===== config.mk =====
export PLATFORM = sky130hd
export DESIGN_NAME = lsu_ctrl
export DESIGN_NICKNAME = d
export VERILOG_FILES = /design/src/rtl/lsu_ctrl_pkg.sv /design/src/rtl/lsu_ctrl_lane.sv /design/src/rtl/lsu_ctrl.sv
export SDC_FILE = /design/constraint.sdc
export NUM_CORES = 1
export LEC_CHECK = 0
export ABC_AREA = 1
export BUFFER_PORTS_ARGS = -buffer_cell sky130_fd_sc_hd__buf_4
export CAP_MARGIN = 20
export CELL_PAD_IN_SITES_DETAIL_PLACEMENT = 1
export CELL_PAD_IN_SITES_GLOBAL_PLACEMENT = 1
export CORE_AREA = 2 2 132 134
export DETAILED_ROUTE_END_ITERATION = 8
export DIE_AREA = 0 0 134 136
export PLACE_DENSITY = 0.82
export SYNTH_ARGS = -nofsm -noshare
export SYNTH_HDL_FRONTEND = slang
export SYNTH_SLANG_ARGS = --single-unit

===== constraint.sdc =====
create_clock -name iClk -period 2.8 [get_ports iClk]
set_input_delay 0.56 -clock iClk [delete_from_list [all_inputs] [get_ports iClk]]
set_output_delay 0.56 -clock iClk [all_outputs]
set_load 0.005 [all_outputs]

===== src/rtl/lsu_ctrl_pkg.sv =====
// Shared types and constants for the load/store unit: FSM states, error codes,
// funct3 access types and the command legality check.
package corePckg;

    typedef enum logic [1:0] {
        eIdle   = 2'b00,
        eAccess = 2'b01,
        eWb     = 2'b10
    } tLsuState;

    typedef enum logic [1:0] {
        eErrNone     = 2'b00,
        eErrMisalign = 2'b01,
        eErrIllegal  = 2'b10,
        eErrTimeout  = 2'b11
    } tLsuErr;

    localparam logic [2:0] cLsuB  = 3'b000;
    localparam logic [2:0] cLsuH  = 3'b001;
    localparam logic [2:0] cLsuW  = 3'b010;
    localparam logic [2:0] cLsuBU = 3'b100;
    localparam logic [2:0] cLsuHU = 3'b101;

    // Illegal takes priority over misaligned.
    function automatic tLsuErr lsu_check(logic rd, logic wr, logic [2:0] op, logic [1:0] addr_lo);
        tLsuErr res;
        res = eErrNone;
        if (rd == wr)
            res = eErrIllegal;
        else if (rd && !(op inside {cLsuB, cLsuH, cLsuW, cLsuBU, cLsuHU}))
            res = eErrIllegal;
        else if (wr && !(op inside {cLsuB, cLsuH, cLsuW}))
            res = eErrIllegal;
        else if ((op[1:0] == 2'b01 && addr_lo[0]) || (op[1:0] == 2'b10 && addr_lo != 2'b00))
            res = eErrMisalign;
        return res;
    endfunction

endpackage


===== src/rtl/lsu_ctrl_lane.sv =====
// Combinational byte-lane logic: store byte enables and lane replication,
// and load lane extraction with sign/zero extension.
module lsu_lane
    import corePckg::*;
(
    input  logic [1:0]  addr_lo,
    input  logic [2:0]  op_type,
    input  logic [31:0] st_data,
    input  logic [31:0] rdata,
    output logic [3:0]  be,
    output logic [31:0] wdata,
    output logic [31:0] ld_data
);

    function automatic logic [31:0] extend(logic [31:0] raw, logic [1:0] size, logic uns);
        logic signed [7:0]  b;
        logic signed [15:0] h;
        logic signed [31:0] s;
        b = raw[7:0];
        h = raw[15:0];
        case (size)
            2'b00:   s = uns ? $signed({24'd0, raw[7:0]})  : b;
            2'b01:   s = uns ? $signed({16'd0, raw[15:0]}) : h;
            default: s = raw;
        endcase
        return s;
    endfunction

    logic [31:0] shifted;

    always_comb begin
        be      = 4'b1111;
        wdata   = st_data;
        case (op_type[1:0])
            2'b00: begin
                be    = 4'b0001 << addr_lo;
                wdata = {4{st_data[7:0]}};
            end
            2'b01: begin
                be    = addr_lo[1] ? 4'b1100 : 4'b0011;
                wdata = {2{st_data[15:0]}};
            end
            default: ;
        endcase
    end

    assign shifted = rdata >> {addr_lo, 3'b000};
    assign ld_data = extend(shifted, op_type[1:0], op_type[2]);

endmodule


===== src/rtl/lsu_ctrl.sv =====
// lsu_ctrl: load/store sequencer between the ALU memory-op output and the data-memory port.
// Optional ACCESS timeout is compiled in when LSU_TIMEOUT_EN is defined.
module lsu_ctrl
    import corePckg::*;
#(
    parameter int cDataWidth     = 32,
    parameter int cAddrWidth     = 32,
    parameter int cTimeoutCycles = 16
) (
    input  logic                  iClk,
    input  logic                  iRst,
    input  logic                  iValid,
    input  logic                  iRead,
    input  logic                  iWrite,
    input  logic [2:0]            iOpType,
    input  logic [cAddrWidth-1:0] iAddr,
    input  logic [cDataWidth-1:0] iData,
    input  logic [4:0]            iRdAddr,
    output logic                  oBusy,
    output logic                  oMemReq,
    output logic                  oMemWe,
    output logic [cAddrWidth-1:0] oMemAddr,
    output logic [cDataWidth-1:0] oMemWdata,
    output logic [3:0]            oMemBe,
    input  logic                  iMemAck,
    input  logic [cDataWidth-1:0] iMemRdata,
    output logic                  oRegWrite,
    output logic [4:0]            oRegAddr,
    output logic [cDataWidth-1:0] oRegData,
    output logic                  oErr,
    output logic [1:0]            oErrCode
);

    tLsuState              state, state_nxt;
    tLsuErr                cmd_err, err_code_q;
    logic                  err_q;
    logic                  accept, timeout;
    logic [cAddrWidth-1:0] addr_q;
    logic [2:0]            op_q;
    logic                  we_q;
    logic [cDataWidth-1:0] wdata_q, load_q;
    logic [4:0]            rd_q;
    logic [3:0]            lane_be;
    logic [cDataWidth-1:0] lane_wdata, lane_ld;

    assign cmd_err = lsu_check(iRead, iWrite, iOpType, iAddr[1:0]);
    assign accept  = (state == eIdle) && iValid && (cmd_err == eErrNone);

    lsu_lane u_lane (
        .addr_lo (addr_q[1:0]),
        .op_type (op_q),
        .st_data (wdata_q),
        .rdata   (iMemRdata),
        .be      (lane_be),
        .wdata   (lane_wdata),
        .ld_data (lane_ld)
    );

`ifdef LSU_TIMEOUT_EN
    localparam int cCntW = $clog2(cTimeoutCycles + 1);
    logic [cCntW-1:0] cnt;

    // cnt holds the number of ACCESS cycles already elapsed before this one.
    always_ff @(posedge iClk or negedge iRst) begin
        if (!iRst)                cnt <= '0;
        else if (state != eAccess) cnt <= '0;
        else                       cnt <= cnt + 1'b1;
    end

    assign timeout = (state == eAccess) && !iMemAck && (cnt == cCntW'(cTimeoutCycles - 1));
`else
    assign timeout = 1'b0;
`endif

    // ---- state register ----
    always_ff @(posedge iClk or negedge iRst) begin
        if (!iRst) state <= eIdle;
        else       state <= state_nxt;
    end

    always_comb begin
        state_nxt = state;
        case (state)
            eIdle:   if (accept) state_nxt = eAccess;
            eAccess: begin
                if (iMemAck)      state_nxt = we_q ? eIdle : eWb;
                else if (timeout) state_nxt = eIdle;
            end
            eWb:     state_nxt = eIdle;
            default: state_nxt = eIdle;
        endcase
    end

    // ---- error pulse register ----
    always_ff @(posedge iClk or negedge iRst) begin
        if (!iRst) begin
            err_q      <= 1'b0;
            err_code_q <= eErrNone;
        end else begin
            err_q      <= 1'b0;
            err_code_q <= eErrNone;
            if (state == eIdle && iValid && cmd_err != eErrNone) begin
                err_q      <= 1'b1;
                err_code_q <= cmd_err;
            end else if (timeout) begin
                err_q      <= 1'b1;
                err_code_q <= eErrTimeout;
            end
        end
    end

    // ---- command / load-data registers (datapath, no reset; outputs are gated by state) ----
    always_ff @(posedge iClk) begin
        if (accept) begin
            addr_q  <= iAddr;
            op_q    <= iOpType;
            we_q    <= iWrite;
            wdata_q <= iData;
            rd_q    <= iRdAddr;
        end
        if (state == eAccess && iMemAck && !we_q)
            load_q <= lane_ld;
    end

    always_comb begin
        oBusy     = 1'b0;
        oMemReq   = 1'b0;
        oMemWe    = 1'b0;
        oMemAddr  = '0;
        oMemBe    = '0;
        oMemWdata = '0;
        oRegWrite = 1'b0;
        oRegAddr  = '0;
        oRegData  = '0;
        case (state)
            eAccess: begin
                oBusy    = 1'b1;
                oMemReq  = 1'b1;
                oMemWe   = we_q;
                oMemAddr = {addr_q[cAddrWidth-1:2], 2'b00};
                oMemBe   = lane_be;
                if (we_q) oMemWdata = lane_wdata;
            end
            eWb: begin
                oBusy = 1'b1;
                if (rd_q != 5'd0) begin
                    oRegWrite = 1'b1;
                    oRegAddr  = rd_q;
                    oRegData  = load_q;
                end
            end
            default: ;
        endcase
    end

    assign oErr     = err_q;
    assign oErrCode = err_code_q;

endmodule


==> qor.txt, run 1 <==
status: finished clean
DRC Markers: 0
Die W: 134 µm
Avg Vias per Cell: 4.482
cell row count: 48
worst reg2reg setup slack: 0.77 ns
Setup Buffers After CTS: 0
Critical Path Start: state[1]
CTS Sinks: 110
P&R area growth vs syn: 44.05%
clock slew at reported path FFs: 0.08 ns
DR iter-0 viols: 211
critical-path maximum fanout: 34
R2R depth: 6
Synth area leaders: edfxtp_1 (62%), nand2_1 (8.6%), inv_1 (6.9%), nor2_1 (5.7%), nand3_1 (2.7%)
CTS HTree Levels: 3
DR WL/cell: 16.33 µm
synthesized area: 5107 µm²
Least-Margin Pin Slew: 0.6662 ns
startpoint types: flop
Syn. warnings: 0
CTS tree: built
clk_lat worst skew: 0.35 ns
Total Routing Usage GR: 17.76%
worst r2r src: state[1]
Critical Path Max Stage Delay: 0.41 ns
Root Driver: clkbuf_16
most common cell in the synthesized netlist: nand2_1
Initial DRT Pass Iterations: 4
Unique masters post-synth: 29
# nets final: 865
Final Max Tran Viols: 0
Post-synth EDFFs: 105
first-pass GRT wire length: 24.60 mm
Initial Utilization: 30.26%
family with the most delay on the worst path: buffers and inverters
GPL Wtd Cong: 0.8009
Max IR drop VDD: 0.4086 mV
ant diodes: 0
final clock skew: 0.007607 ns
Slowest-stage cell, CP: dfrtp_1
grt total ovfl: 0
CTS buffer count: 9
post-synth top area cell: edfxtp_1
largest net degree at the start of global routing: 38
vias in the first global route: 4680
Vias: 4401
top_reg_cell synth: edfxtp_1
Crit. path cell count: 6
fmax: 0.3825 GHz
Max Cap Violations: 0
Syn Inst Count: 531
Crit. End Element: output pin
final setup vio count: 0
Buf/Inv on CP: 3
critical path type: reg2out
period utilization: 93.36%
RSZ-0062 raised after global routing: false
Worst Path Arrival: 2.05 ns
Leak: 3.650 nW
power density over the cells: 648.6 nW/µm²
I/O Buffers: 219
TNS Setup: 0 ns
Yosys top cell area share: 61.73%
Layout fillers: 1985
required time worst endpoint: 2.24 ns
Avg Inst Size Synth: 9.618 µm²
Rel. slew slack: 55.54%
hold path start: iAddr[21]
maximum buffer depth of the clock tree: 2
Crit path top cell by count: buf_4
CP cell instances: inv_1, ha_1, buf_4, o21ai_0, a21oi_1, buf_4
final hold viol count: 0
final wirelength: 16.03 mm
total power: 0.004772 W
worst hold path type: in2reg
share of cells above drive strength 1: 34.74%
sequential fraction of the synthesis area: 64.18%
min Tclk post-route: 2.614 ns
IO Count: 222
core area: 16880 µm²
DIE AREA: 18220 µm²
reg2reg end: load_q[17]
initial antenna violation count: 0
top post-synthesis cells by count: nand2_1 (117), edfxtp_1 (105), inv_1 (94)
Async SR Flop Fraction: 4.545%
dpl hpwl: 12.27 mm
Critical Path Sink: oMemBe[3]
Die Height: 136 µm
Routed Antenna Nets: 0
Yosys reg bits: 110
## layout make-up
cell class / count / area (µm²) / share of cell area, %
multi-input combinational: 300 / 1348 / 18.32
sequential: 110 / 3278 / 44.56
inverter: 99 / 379.1 / 5.153
tap: 225 / 281.5 / 3.827
clock buffer: 10 / 239.0 / 3.248
timing repair buffer: 232 / 1769 / 24.05
clock inverter: 6 / 62.56 / 0.8503
## cells in the final DEF (no fill, tap or decap), types with 2 or more instances in the layout
cell | Yosys | layout
o22ai_1 | 8 | 8
ha_1 | 3 | 3
conb_1 | 1 | 2
nand3_1 | 28 | 28
a22oi_1 | 5 | 5
clkinvlp_4 | 0 | 2
buf_4 | 2 | 229
inv_1 | 94 | 92
a21oi_1 | 15 | 15
o211ai_1 | 2 | 2
nand2_1 | 117 | 117
clkbuf_16 | 0 | 9
nor2_1 | 77 | 76
buf_12 | 0 | 2
inv_6 | 0 | 3
dfrtp_1 | 5 | 5
a211oi_1 | 2 | 2
inv_2 | 5 | 5
o21ai_0 | 28 | 28
nand2_2 | 3 | 3
nor3_1 | 3 | 3
edfxtp_1 | 105 | 105
nor2_2 | 1 | 2
## repair_timing
item,CTS,global route
endpoints found under the setup margin,0,6
hold buffers,1,0
gates resized for setup,0,1
hold endpoints to repair,5,0
## layer usage
metal,global-route usage [%],share of wire (%),up-vias
met2,31.17,50,184
li1,-,-,2146
met1,20.12,39,2054
met4,6.206,1.5,0
met3,6.189,9.4,17
met5,0,0,-
## stage by stage
stage	worst slack, ns	hold WS (ns)	util [%]	cell area, µm²	cells
after floorplan	0.1653	0.2644	-	5115	532
after global placement	0.5789	0.3667	41.73	7042	965
after detailed placement	0.5514	0.3698	41.73	7042	965
after CTS	0.1381	0.3601	43.57	7353	982
after global routing	0.01393	0.3599	43.59	7357	982
final	0.1858	0.3750	43.59	7357	982
## flip-flops by register name (all words and copies together), names as in the netlist
name and cells:
load_q 32, op_q 3, rd_q 5, state 2
oErr 1, wdata_q 32, we_q 1, addr_q 32
oErrCode 2
## cells by family (layout without fill, tap and decap cells)
| family | Yosys count | count (layout) | synth area share [%] |
|---|---|---|---|
| buf+inv | 122 | 347 | 9.554 |
| other cells | 1 | 2 | 0.07342 |
| fa+ha+maj | 3 | 3 | 0.7350 |
| simple gates | 232 | 232 | 18.25 |
| flops | 110 | 110 | 64.18 |
| compound gates | 63 | 63 | 7.202 |
## report_power, final
group / total [W] / internal (W) / leakage, nW / switching (W)
Clock: 0.00130 / 0.000655 / 0.149 / 0.000646
Combinational: 0.00147 / 0.000681 / 2.48 / 0.000786
Sequential: 0.00201 / 0.00196 / 1.03 / 0.0000429
Total: 0.00477 / 0.00330 / 3.65 / 0.00147
## how the worst min path moves through the flow
stage | end | slack [ns] | cells after the start
finish | addr_q[21] | 0.38 | 1
global route | addr_q[30] | 0.36 | 1
CTS | addr_q[11] | 0.36 | 1
detailed placement | oErrCode[0] | 0.37 | 1
global placement | oErr | 0.37 | 1
floorplan | oErr | 0.26 | 0
No activity file was read; power rests on OpenSTA's default activity.
==> inputs of run 2 (changes only) <==
- CORE_AREA: 2 2 132 134 -> 2 2 136 138
- DIE_AREA: 0 0 134 136 -> 0 0 138 140
- PLACE_DENSITY: 0.82 -> 0.84
- SYNTH_HIERARCHICAL: unset -> 1
==> qor.txt, run 2 <==
final setup vio count: 0
worst hold path type: in2reg
total power: 0.004770 W
share of cells above drive strength 1: 34.49%
period utilization: 87.94%
Avg Vias per Cell: 4.451
cts repair resizes: 0
critical path type: reg2out
Final Non-Filler Cells: 1067
Rel. slew slack: 61.81%
clock slew at reported path FFs: 0.09 ns
Max Cap Violations: 0
worst r2r src: state[1]
Least-Margin Pin Slew: 0.5729 ns
DR WL/cell: 15.70 µm
status: finished clean
Initial Utilization: 31.82%
critical-path maximum fanout: 33
top_reg_cell synth: edfxtp_1
grt total ovfl: 0
Worst Path Arrival: 1.90 ns
core area: 17780 µm²
synthesized area: 5657 µm²
Syn Inst Count: 627
Slowest-stage cell, CP: dfrtp_1
DR top layer: met4
clk_lat worst skew: 0.36 ns
CTS buffer count: 9
Total Routing Usage GR: 17.54%
placed cell count: 1050
ant diodes: 0
CP cell instances: inv_1, ha_1, nand2_2, nor2_1, buf_4
# nets final: 946
most common cell after layout, fill and taps aside: buf_4
Avg Inst Size Synth: 9.022 µm²
TNS Setup: 0 ns
dpl hpwl: 13.02 mm
largest net degree at the start of global routing: 45
Post-synth EDFFs: 105
hold path start: iAddr[8]
Final Max Tran Viols: 0
most common cell in the synthesized netlist: nand2_1
final wirelength: 16.75 mm
initial antenna violation count: 0
fmax: 0.4061 GHz
Async SR Flop Fraction: 4.545%
maximum buffer depth of the clock tree: 2
CTS Sinks: 110
RSZ-0062 raised after global routing: false
Die Height: 140 µm
Critical Path Max Stage Delay: 0.41 ns
IO Count: 222
Setup Buffers After CTS: 0
required time worst endpoint: 2.24 ns
Vias: 4749
post-synth top area cell: edfxtp_1
CTS tree: built
WL met3: 1.450 mm
cell row count: 49
sum of routed wire segments on met1: 6.549 mm
CTS HTree Levels: 3
sequential fraction of the synthesis area: 57.95%
P&R area growth vs syn: 36.50%
vias in the first global route: 5118
Die W: 138 µm
first-pass GRT wire length: 26.81 mm
most frequent cells in the layout: buf_4 (227), nand2_1 (186), inv_1 (123)
Syn. warnings: 6
DR iter-0 viols: 226
Crit. End Element: output pin
power density over the cells: 617.8 nW/µm²
I/O Buffers: 219
GPL Wtd Cong: 0.8454
Root Driver: clkbuf_16
top post-synthesis cells by count: nand2_1 (186), inv_1 (124), edfxtp_1 (105)
DRC Markers: 0
min Tclk post-route: 2.462 ns
Routed Antenna Nets: 0
met2 WL: 8.329 mm
hold_ws: 0.3646 ns
Unique masters post-synth: 29
DIE AREA: 19320 µm²
Leak: 4.101 nW
Largest regs: addr_q x32, load_q x32, wdata_q x32
Synth area leaders: edfxtp_1 (56%), nand2_1 (12%), inv_1 (8.2%), nor2_1 (5.1%), nand3_2 (2.7%)
final hold viol count: 0
Max IR drop VDD: 0.3354 mV
Critical Path Start: state[0]
Initial DRT Pass Iterations: 4
startpoint types: flop
final clock skew: 0.01205 ns
Yosys reg bits: 110
Yosys top cell area share: 55.74%
## run 2: what timing repair did
| item | in CTS | in global routing |
|---|---|---|
| endpoints found under the setup margin | 0 | 0 |
| hold endpoints to repair | 5 | 0 |
| hold buffers | 1 | 0 |
## run 2: stage by stage
stage          setup WS, ns  cell area, µm²  utilization (%)
2_1_floorplan        0.1442            5664                -
3_3_place_gp         0.7624            7412            41.69
3_5_place_dp         0.6745            7412            41.69
4_1_cts              0.2790            7721            43.43
5_1_grt              0.1462            7721            43.43
6_report             0.3377            7721            43.43
## run 2: critical path: cells and delay by family, from the launching register on
family	cells	cell delay, ns
DFF	1	0.41
and+or+nand+nor	2	0.61
adders and majority gates	1	0.28
buffers and inverters	2	0.23
## run 2: cells by family after synthesis
kind of cell,count (synthesis),synth area share [%]
AOI/OAI and AO/OA,23,2.433
other,1,0.06629
buffers and inverters,163,13.18
DFF,110,57.95
adders and majority gates,3,0.6636
and+or+nand+nor,327,25.70
## run 2: path summary, 6_finish.rpt
| path | depth (start not counted) | slack [ns] | endpoint |
|---|---|---|---|
| max | 5 | 0.34 | oRegData[9] |
| min in group asynchronous | 2 | 0.54 | oErr |
| max reg2reg | 6 | 0.79 | load_q[9] |
| min | 1 | 0.36 | addr_q[8] |
| min reg2reg | 2 | 0.53 | state[0] |
| max in group asynchronous | 2 | 2.16 | oErrCode[1] |
## run 2: per-layer routing
layer | up-vias | track usage [%]
li1 | 2320 | -
met1 | 2214 | 20.59
met2 | 189 | 30.41
met3 | 26 | 5.368
met4 | 0 | 6.445
met5 | - | 0
## run 2: cell type report
cell class	count	area, µm²
Multi-Input combinational cell	355	1639
Clock buffer	9	225.2
Timing Repair Buffer	229	1734
Sequential cell	110	3278
Inverter	128	484.2
Fill cell	2115	10060
Clock inverter	7	73.82
Tap cell	229	286.5
## run 2: report_power, final
group,total [W],internal (W),switching [W],leakage (nW)
sequential,0.00202,0.00196,0.0000532,1.03
combinational,0.00146,0.000668,0.000789,2.93
clock,0.00130,0.000635,0.000662,0.141
==> inputs of run 3 (changes only) <==
- CORE_AREA: 2 2 136 138 -> 2 2 129 131
- DIE_AREA: 0 0 138 140 -> 0 0 131 133
- PLACE_DENSITY: 0.84 -> 0.86
- clock period: 2.8 -> 2.52 ns (I/O delays scaled with it)
==> qor.txt, run 3 (same netlist as run 2, synthesis figures left out) <==
status: finished clean
min Tclk post-route: 2.329 ns
Die W: 131 µm
grt total ovfl: 0
Layout fillers: 1945
dpl hpwl: 12.67 mm
CP cell instances: inv_2, nand2_1, inv_1, nand2_1, nand3_1, inv_1, nor2_1, buf_4
RSZ-0062 raised after global routing: false
ant diodes: 0
# nets final: 948
critical-path maximum fanout: 7
largest net degree at the start of global routing: 42
Root Driver: clkbuf_16
P&R area growth vs syn: 36.74%
IO Count: 222
most common cell after layout, fill and taps aside: buf_4
Routed Antenna Nets: 0
Max Cap Violations: 0
Avg Vias per Cell: 4.489
Vias: 4758
final clock skew: 0.009909 ns
startpoint types: flop
hold path start: iAddr[30]
Largest regs: addr_q x32, load_q x32, wdata_q x32
Die Height: 133 µm
first-pass GRT wire length: 25.32 mm
Slowest-stage cell, CP: edfxtp_1
worst r2r src: state[0]
CTS Sinks: 110
DRC Markers: 0
sw power: 0.001649 W
most frequent cells in the layout: buf_4 (228), nand2_1 (186), inv_1 (123)
Crit. End Element: output pin
Critical Path Max Stage Delay: 0.55 ns
Buf/Inv on CP: 4
Final Max Tran Viols: 0
critical path type: reg2out
CTS HTree Levels: 3
final core occ: 47.83%
period utilization: 92.44%
GPL Wtd Cong: 0.8219
family with the most delay on the worst path: flip-flops
Initial Utilization: 34.98%
DIE AREA: 17420 µm²
CTS buffer count: 9
clock slew at reported path FFs: 0.08 ns
DR WL/cell: 15.64 µm
Comb power frac: 30.7%
Sw Share: 31.24%
power density over the cells: 682.2 nW/µm²
P_int: 0.003629 W
I/O Buffers: 219
clock power share: 26.9%
CTS tree: built
fmax: 0.4293 GHz
cell row count: 47
Seq pwr share: 42.4%
vias in the first global route: 5053
share of cells above drive strength 1: 34.52%
initial antenna violation count: 0
final hold viol count: 0
maximum buffer depth of the clock tree: 2
worst hold path type: in2reg
final setup vio count: 0
hold_ws: 0.3157 ns
TNS Setup: 0 ns
Leak: 4.117 nW
core area: 16170 µm²
Critical Path Start: op_q[1]
clk_lat worst skew: 0.35 ns
Total Routing Usage GR: 19.16%
final wirelength: 16.58 mm
total power: 0.005277 W
Worst Path Arrival: 1.83 ns
required time worst endpoint: 2.02 ns
DR iter-0 viols: 245
Initial DRT Pass Iterations: 4
Max IR drop VDD: 0.3755 mV
==> run 3: power groups by stage <==
stage	Combinational, W	Sequential, W	Clock [W]
after floorplan	0.000780	0.00227	0
after global placement	0.00159	0.00228	0
after detailed placement	0.00164	0.00228	0
after CTS	0.00165	0.00224	0.00146
after global routing	0.00181	0.00225	0.00152
final	0.00162	0.00224	0.00142
==> run 3: layout make-up <==
| cell class | count | area [µm²] | share of cell area, % |
|---|---|---|---|
| multi-input combinational | 355 | 1644 | 21.26 |
| inverter | 128 | 484.2 | 6.260 |
| clock inverter | 7 | 66.31 | 0.8573 |
| sequential | 110 | 3278 | 42.38 |
| tap | 220 | 275.3 | 3.559 |
| clock buffer | 9 | 225.2 | 2.912 |
| timing repair buffer | 231 | 1762 | 22.78 |
==> run 3: path summary, 6_finish.rpt <==
check / to / depth (start not counted) / slack, ns
max: oMemWdata[29] / 8 / 0.19
min: addr_q[30] / 1 / 0.32
min in group asynchronous: oErrCode[1] / 2 / 0.48
max in group asynchronous: state[1] / 2 / 1.93
min reg2reg: state[0] / 2 / 0.52
max reg2reg: addr_q[24] / 7 / 0.66
==> run 3: layer usage <==
layer,part of all wire [%],up-vias,global-route usage (%)
met2,50,179,33.97
met3,8.8,26,6.632
met5,0,-,0
met4,2.5,0,6.383
met1,38,2227,21.17
li1,-,2326,-
==> run 3: stage by stage <==
step	setup WS, ns	std cells	area (µm²)
6_report	0.1906	1060	7735
5_1_grt	0.008651	1060	7735
4_1_cts	0.05279	1059	7722
3_5_place_dp	0.4513	1042	7421
3_3_place_gp	0.4984	1042	7421
2_1_floorplan	0.1240	628	5667
==> run 3: repair_timing <==
action | 4_1_cts | 5_1_grt
hold buffers | 1 | 0
setup endpoints to repair | 0 | 42
endpoints found under the hold margin | 5 | 0
resized for setup | 0 | 1
buffers inserted | 0 | 1
